[src/rtl/unified_cache_mem_bridge.sv]
// Cache-to-memory bridge: queues miss-fill / writeback packets in a small FIFO and serialises
// them onto a request/ready memory port, one transaction at a time, returning read fills.

`ifndef UNIFIED_CACHE_PACKET_WIDTH_IN_BITS
`define UNIFIED_CACHE_PACKET_WIDTH_IN_BITS 66
`endif
`ifndef UNIFIED_CACHE_PACKET_VALID_POS
`define UNIFIED_CACHE_PACKET_VALID_POS 0
`endif
`ifndef UNIFIED_CACHE_PACKET_IS_WRITE_POS
`define UNIFIED_CACHE_PACKET_IS_WRITE_POS 1
`endif
`ifndef UNIFIED_CACHE_PACKET_ADDR_POS_LO
`define UNIFIED_CACHE_PACKET_ADDR_POS_LO 2
`endif
`ifndef UNIFIED_CACHE_PACKET_DATA_POS_LO
`define UNIFIED_CACHE_PACKET_DATA_POS_LO 34
`endif
`ifndef CPU_ADDR_LEN_IN_BITS
`define CPU_ADDR_LEN_IN_BITS 32
`endif

module unified_cache_mem_bridge #(
  parameter int unsigned UNIFIED_CACHE_PACKET_WIDTH_IN_BITS = `UNIFIED_CACHE_PACKET_WIDTH_IN_BITS,
  parameter int unsigned QUEUE_SIZE                         = 4,
  parameter int unsigned DATA_WIDTH                         = 32,
  parameter int unsigned PACKET_WRITE_POS                   = `UNIFIED_CACHE_PACKET_IS_WRITE_POS,
  parameter int unsigned PACKET_DATA_POS_LO                 = `UNIFIED_CACHE_PACKET_DATA_POS_LO
) (
  input  logic                                          clk_in,
  input  logic                                          reset_in,
  input  logic [UNIFIED_CACHE_PACKET_WIDTH_IN_BITS-1:0] to_mem_packet_in,
  output logic                                          to_mem_packet_ack_out,
  output logic [UNIFIED_CACHE_PACKET_WIDTH_IN_BITS-1:0] from_mem_packet_out,
  input  logic                                          from_mem_packet_ack_in,
  output logic                                          mem_req_out,
  input  logic                                          mem_ready_in,
  output logic                                          mem_we_out,
  output logic [`CPU_ADDR_LEN_IN_BITS-1:0]              mem_addr_out,
  output logic [DATA_WIDTH-1:0]                         mem_wdata_out,
  input  logic                                          mem_rvalid_in,
  input  logic [DATA_WIDTH-1:0]                         mem_rdata_in
);

  localparam int unsigned PacketWidth = UNIFIED_CACHE_PACKET_WIDTH_IN_BITS;
  localparam int unsigned AddrWidth   = `CPU_ADDR_LEN_IN_BITS;
  localparam int unsigned AddrPosLo   = `UNIFIED_CACHE_PACKET_ADDR_POS_LO;
  localparam int unsigned ValidPos    = `UNIFIED_CACHE_PACKET_VALID_POS;
  localparam int unsigned IdxWidth    = $clog2(QUEUE_SIZE);
  localparam logic [IdxWidth:0] PtrOne = {{IdxWidth{1'b0}}, 1'b1};

  typedef logic [PacketWidth-1:0] packet_t;

  typedef enum logic [1:0] {
    StIdle,
    StIssue,
    StWaitRead,
    StReturn
  } state_e;

  state_e  state_q, state_d;
  packet_t hold_q, hold_d;
  logic    ack_q;

  packet_t           fifo_mem [QUEUE_SIZE];
  logic [IdxWidth:0] wr_ptr_q, rd_ptr_q;
  logic              fifo_full, fifo_empty;
  logic              push, pop;

  // Pointers carry an extra wrap bit so full and empty are distinguishable at equal indices.
  assign fifo_full  = (wr_ptr_q[IdxWidth-1:0] == rd_ptr_q[IdxWidth-1:0]) &&
                      (wr_ptr_q[IdxWidth] != rd_ptr_q[IdxWidth]);
  assign fifo_empty = (wr_ptr_q == rd_ptr_q);

  // Ack gating gives the producer one cycle to drop valid before it could be re-accepted.
  assign push = to_mem_packet_in[ValidPos] && !fifo_full && !ack_q;

  assign to_mem_packet_ack_out = ack_q;

  always_ff @(posedge clk_in) begin
    if (push) begin
      fifo_mem[wr_ptr_q[IdxWidth-1:0]] <= to_mem_packet_in;
    end
  end

  always_ff @(posedge clk_in or posedge reset_in) begin
    if (reset_in) begin
      wr_ptr_q <= '0;
      rd_ptr_q <= '0;
      ack_q    <= 1'b0;
      state_q  <= StIdle;
      hold_q   <= '0;
    end else begin
      if (push) begin
        wr_ptr_q <= wr_ptr_q + PtrOne;
      end
      if (pop) begin
        rd_ptr_q <= rd_ptr_q + PtrOne;
      end
      ack_q   <= push;
      state_q <= state_d;
      hold_q  <= hold_d;
    end
  end

  always_comb begin
    state_d             = state_q;
    hold_d              = hold_q;
    pop                 = 1'b0;
    mem_req_out         = 1'b0;
    mem_we_out          = 1'b0;
    mem_addr_out        = '0;
    mem_wdata_out       = '0;
    from_mem_packet_out = '0;

    case (state_q)
      StIdle: begin
        if (!fifo_empty) begin
          pop     = 1'b1;
          hold_d  = fifo_mem[rd_ptr_q[IdxWidth-1:0]];
          state_d = StIssue;
        end
      end
      StIssue: begin
        mem_req_out   = 1'b1;
        mem_we_out    = hold_q[PACKET_WRITE_POS];
        mem_addr_out  = hold_q[AddrPosLo +: AddrWidth];
        mem_wdata_out = hold_q[PACKET_DATA_POS_LO +: DATA_WIDTH];
        if (mem_ready_in) begin
          state_d = hold_q[PACKET_WRITE_POS] ? StIdle : StWaitRead;
        end
      end
      StWaitRead: begin
        if (mem_rvalid_in) begin
          hold_d[PACKET_DATA_POS_LO +: DATA_WIDTH] = mem_rdata_in;
          hold_d[ValidPos]                         = 1'b1;
          state_d                                  = StReturn;
        end
      end
      StReturn: begin
        from_mem_packet_out = hold_q;
        if (from_mem_packet_ack_in) begin
          state_d = StIdle;
        end
      end
      default: state_d = StIdle;
    endcase
  end

endmodule

[config.mk]
export PLATFORM = sky130hd
export DESIGN_NAME = unified_cache_mem_bridge
export DESIGN_NICKNAME = d
export VERILOG_FILES = /design/src/rtl/unified_cache_mem_bridge.sv
export SDC_FILE = /design/constraint.sdc
export NUM_CORES = 1
export LEC_CHECK = 0
export BUFFER_PORTS_ARGS = -buffer_cell sky130_fd_sc_hd__buf_4
export CORE_MARGIN = 2
export CORE_UTILIZATION = 55
export DETAILED_ROUTE_END_ITERATION = 16
export PLACE_DENSITY = 0.78
export REMOVE_ABC_BUFFERS = 1
export SLEW_MARGIN = 20
export SYNTH_ARGS = -nofsm -noshare
export SYNTH_HDL_FRONTEND = slang
export SYNTH_SLANG_ARGS = --single-unit
[constraint.sdc]
create_clock -name clk_in -period 4.1 [get_ports clk_in]
set_clock_uncertainty 0.15 [all_clocks]
set_input_delay 0.205 -clock clk_in [delete_from_list [all_inputs] [get_ports clk_in]]
set_output_delay 0.205 -clock clk_in [all_outputs]
set_load 0.005 [all_outputs]
# Word level (Yosys, flattened, before mapping)
# Memories as Yosys holds them, arrays and structs flattened.
# Cells that the tools add are included.
# word_totals
ff_bits	75
latch_bits	0
mem_bits_rw	264
rom_bits	0
inputBits	103
out_inout_bits	133
word_cells	50
memories	1
# memory_table
name	words	word_bits	rd	rd_clocked_by_memory_dff	write_ports	line	source
fifo_mem	4	66	1	0	1	65	packet_t fifo_mem [QUEUE_SIZE];
# classes
add_sub_neg	2
multipliers	0
n_div	0
n_lt_le_gt_ge	0
eq_ne	10
shift	0
muxes	20
bitwise_logic	1
reduce_logical	10
# op_table
op	count
two-way mux 66 bit	2
two-way mux 32 bit	3
one-hot mux 32 bit (2 select lines)	1
two-way mux 2 bit	5
!= test 2 bit, second input constant	4
one-hot mux 2 bit (4 select lines)	1
two-way mux 1 bit	7
adder 3 x 1 -> 3 bit, second input constant	2
equality test 2 bit, second input constant	2
AND reduction 4 bit	1
equality test 3 bit	1
logical AND 1 bit	3
AND reduction 3 bit	1
equality test 2 x 1 -> 1 bit, second input constant	1
equality test 2 bit	1
logical NOT 1 bit	2
logical NOT 2 bit	1
one-hot mux 1 bit (2 select lines)	1
AND reduction 2 bit	1
nonzero test 2 bit	1
!= test 1 bit	1
inverter 1 bit	1

# Longest topological paths before layout
# logic_depth
ltp_word	7
depth_mapped	7
mapped_depth_nobuf	4

# Worst setup path after synthesis
# OpenSTA, ideal clock, no wires.
# synth_timing
kind	flip-flop to flip-flop
start	register rd_ptr_q[0]
end	memory fifo_mem[3][0] in the netlist's numbering (enable)
setup_time_ns	0.433
arrival_ns	2.698
required_time_ns	3.517
path_slack_ns	0.819
stages_incl_launch_ff	5
path_buffers	1
synth_period_minus_slack_ns	3.281
path_cell_list	dfrtp_1 -> buf_4 -> xnor2_4 -> a311oi_4 -> and2_1
# synth_between
elab_chain_cells	7
# synth_rtl
element	line	source
start: declaration	66	logic [IdxWidth:0] wr_ptr_q, rd_ptr_q;
start signal: assignment	98	rd_ptr_q <= rd_ptr_q + PtrOne;
equality test 2 bit	71	assign fifo_full = (wr_ptr_q[IdxWidth-1:0] == rd_ptr_q[IdxWidth-1:0]) &&
logical AND 1 bit	71	
logical NOT 1 bit	76	assign push = to_mem_packet_in[ValidPos] && !fifo_full && !ack_q;
logical AND 1 bit (2 in series)	76	
net push	68	logic push, pop;
two-way mux 1 bit	81	if (push) begin
two-way mux 1 bit (not written as such)	82	fifo_mem[wr_ptr_q[IdxWidth-1:0]] <= to_mem_packet_in;
end: declaration	65	
# The timed path passes the listed nets, and every way through them passes these cells.

# Worst setup path in the final report
# layout_timing
start	register state_q[0]
end	output mem_we_out
# layout_between
elab_chain_cells	2
# layout_rtl
element	line	source
start: declaration	61	state_e state_q, state_d;
start signal: assignment	91	state_q <= StIdle;
start signal: assignment	101	state_q <= state_d;
equality test 2 x 1 -> 1 bit	116	case (state_q)
two-way mux 1 bit	116	
end: declaration	38	output logic mem_we_out,
# Every way passes these cells.

==> impl_metrics.yaml <==
cts:
  hold_buffers: 103
  postCtsSetupBuffers: 0
  cts_tree: "yes"
  ctsResizeCount: 0
  htreeDepth: 2
  clock-sinks: 339
  cts_buffers: 35
  cts.path.max_buffers: 3
  insertion_delay_ns: 0.51
  path_clk_slew_ns: 0.06
  clockRootBuffer: "clkbuf_16"
logic_synthesis:
  ys_ff_latch: 339
  synth-seq-area-share: 0.7063
  synthesis.area_um2: 13880
  syn_inst: 729
  syn_avg_cell_area_um2: 19.04
  yosys_warnings: 0
  yosysUniqueCellTypes: 30
die:
  start_util: 0.5560
  floorplan.die_area_um2: 26530
  die_h_um: 162.9
  die_w_um: 162.9
  io_pins: 236
  std_cell_rows: 58
  coreArea_um2: 24960
sta:
  tightest_slew_ns: 1.080
  rsz0062_at_grt: "no"
  finalSetupTns_ns: 0
  hold_viol: 0
  min_period_over_period: 0.7697
  finalCriticalPeriod_ns: 3.156
  setup_violations: 0
  slew_headroom: 0.2803
  hold_ws_ns: 0.2468
  report.final.slew_viol_count: 0
  fmax_mhz: 316.9
run:
  cap_viol_max_count: 0
critical_path:
  required_ns: 3.74
  cp.arrival_ns: 2.80
  path_class: "flip-flop to output port"
  worstSetupEndpointType: "output port"
  crit_fanout: 37
  cp-start-kind: "flip-flop"
final_layout:
  fin_area_um2: 18090
  final_layout_size_suffix_gt1_frac: 0.4120
  fill_cells: 1549
  num-nets-final: 1168
  fin_util: 0.7247
  syn2layout_area_growth_pct: 30.33
placement:
  dpl.hpwl_mm: 16.77
  port-buffer-count: 235
  postPlaceCellArea_um2: 15920
  place.gp.congestion: 0.7488
routing:
  wl_met3_mm: 1.415
  drt_first_pass_iters: 5
  wire_per_inst_um: 21.26
  met2_length_mm: 15.68
  vias_per_cell: 5.595
  drc: 0
  vias: 7922
  wl_met1_mm: 12.11
  drt_iter0_drc: 430
  drt_wl_total_mm: 30.11
  ant_nets: 0
  dr.max_layer_used: "met4"
hold_path:
  hold_class: "primary input to asynchronous set/reset pin"
global_routing:
  grt_pass1_vias: 8240
  grt_max_degree: 76
  grt_pass1_wl_mm: 45.80
  track_usage: 0.2276
  globalRouteOverflowTotal: 0
  antenna_found_initial: 1
power:
  leakagePower_nw: 7.238
  max-vdd-ir-drop_v: 0.0006263
  power_mw: 13.43
  power_density_nw_per_um2: 742.6
run_status:
  outcome: "complete, no violations"
cells in the final DEF, fill, tap and decap left out, drive strengths merged, types with 2 or more instances in the layout:
cell and n:
and2 69, xor2 3, mux4 66, nand2 4, clkinv 10, dfrtp 75
buf 244, o21ai 3, ha 5, clkbuf 49, nor2b 2, mux2 66
edfxtp 264, a22o 32, dlygate4sd3 103, xnor2 5, bufinv 2, and3 67
inv 7
cells by family after synthesis:
group | count (synthesis) | share of synthesized area
AND/OR/NAND/NOR | 144 | 0.06427
multiplexers | 132 | 0.1685
XOR/XNOR | 8 | 0.007752
buffers and inverters | 59 | 0.02226
flip-flops | 339 | 0.7063
adder cells (fa/ha/maj) | 5 | 0.004507
AO/OA/AOI/OAI | 42 | 0.02641
worst paths after layout:
path	start	slack, ns	cells past startpoint	to
max in group asynchronous	reset_in	2.94	3	rd_ptr_q[0]
max	state_q[0]	0.94	5	mem_we_out
min	reset_in	0.25	3	hold_q[30]
max reg2reg	state_q[0]	1.15	5	flip-flop
min in group clk_in	to_mem_packet_in[63]	0.29	2	fifo_mem[1][63]
min reg2reg	hold_q[9]	0.37	1	hold_q[9]
critical path: stages, from the launching register on:
cell     delay (ns)
dfrtp_2        0.59
buf_4          0.41
nor2b_4        0.71
buf_16         0.27
and2_1         0.18
buf_4          0.12
registers in the layout, summed over array words and instances (netlist names), named ones only:
| name | cells |
|---|---|
| hold_q | 66 |
| rd_ptr_q | 3 |
| to_mem_packet_ack_out | 1 |
| fifo_mem | 264 |
| wr_ptr_q | 3 |
| state_q | 1 |
where the power goes:
group	switching, mW	internal, mW
logic	2.27	2.83
clock network	1.24	1.87
registers	0.515	4.70
total	4.03	9.40
area by class of cell:
class / count / area (um2) / share of cell area
repair buffers: 347 / 2883 / 0.1593
clock inverters: 13 / 117.6 / 0.006501
flip-flops and latches: 339 / 9814 / 0.5425
well taps: 330 / 412.9 / 0.02282
clock buffers: 49 / 1022 / 0.05650
inverters: 6 / 27.53 / 0.001522
diodes: 1 / 2.502 / 0.0001383
multi-input cells: 331 / 3811 / 0.2107
synth_stat cells:
cell type,number,share of area
a21oi_1,1,0.00036
a22o_1,32,0.020
a311oi_4,1,0.0019
a31oi_1,1,0.00045
a32o_1,1,0.00072
and2_1,69,0.031
and3_1,67,0.030
buf_1,3,0.00081
buf_2,7,0.0025
buf_4,7,0.0038
buf_6,7,0.0057
clkbuf_1,29,0.0078
dfrtp_1,75,0.14
edfxtp_1,264,0.57
ha_1,5,0.0045
inv_1,6,0.0016
mux2_2,37,0.030
mux2_4,29,0.031
mux4_2,66,0.11
nand2_1,4,0.0011
nand3_2,1,0.00072
nor2_1,1,0.00027
nor2b_1,2,0.00090
o211ai_1,1,0.00054
o21a_1,1,0.00054
o21ai_0,3,0.0011
o22a_1,1,0.00063
xnor2_1,3,0.0019
xnor2_4,2,0.0040
xor2_1,3,0.0019
routing by layer:
metal / GRT usage / vias to the layer above
met1: 0.2953 / 4087
li1: - / 3525
met3: 0.03387 / 64
met5: 0 / -
met2: 0.3950 / 246
met4: 0.08206 / 0
per-stage QoR:
stage          worst slack [ns]  cells
2_1_floorplan            -1.539    676
3_3_place_gp              1.274   1249
3_5_place_dp              1.226   1250
4_1_cts                  0.9621   1415
5_1_grt                  0.7952   1416
6_report                 0.9444   1416
(Power assumes the default switching activity.)
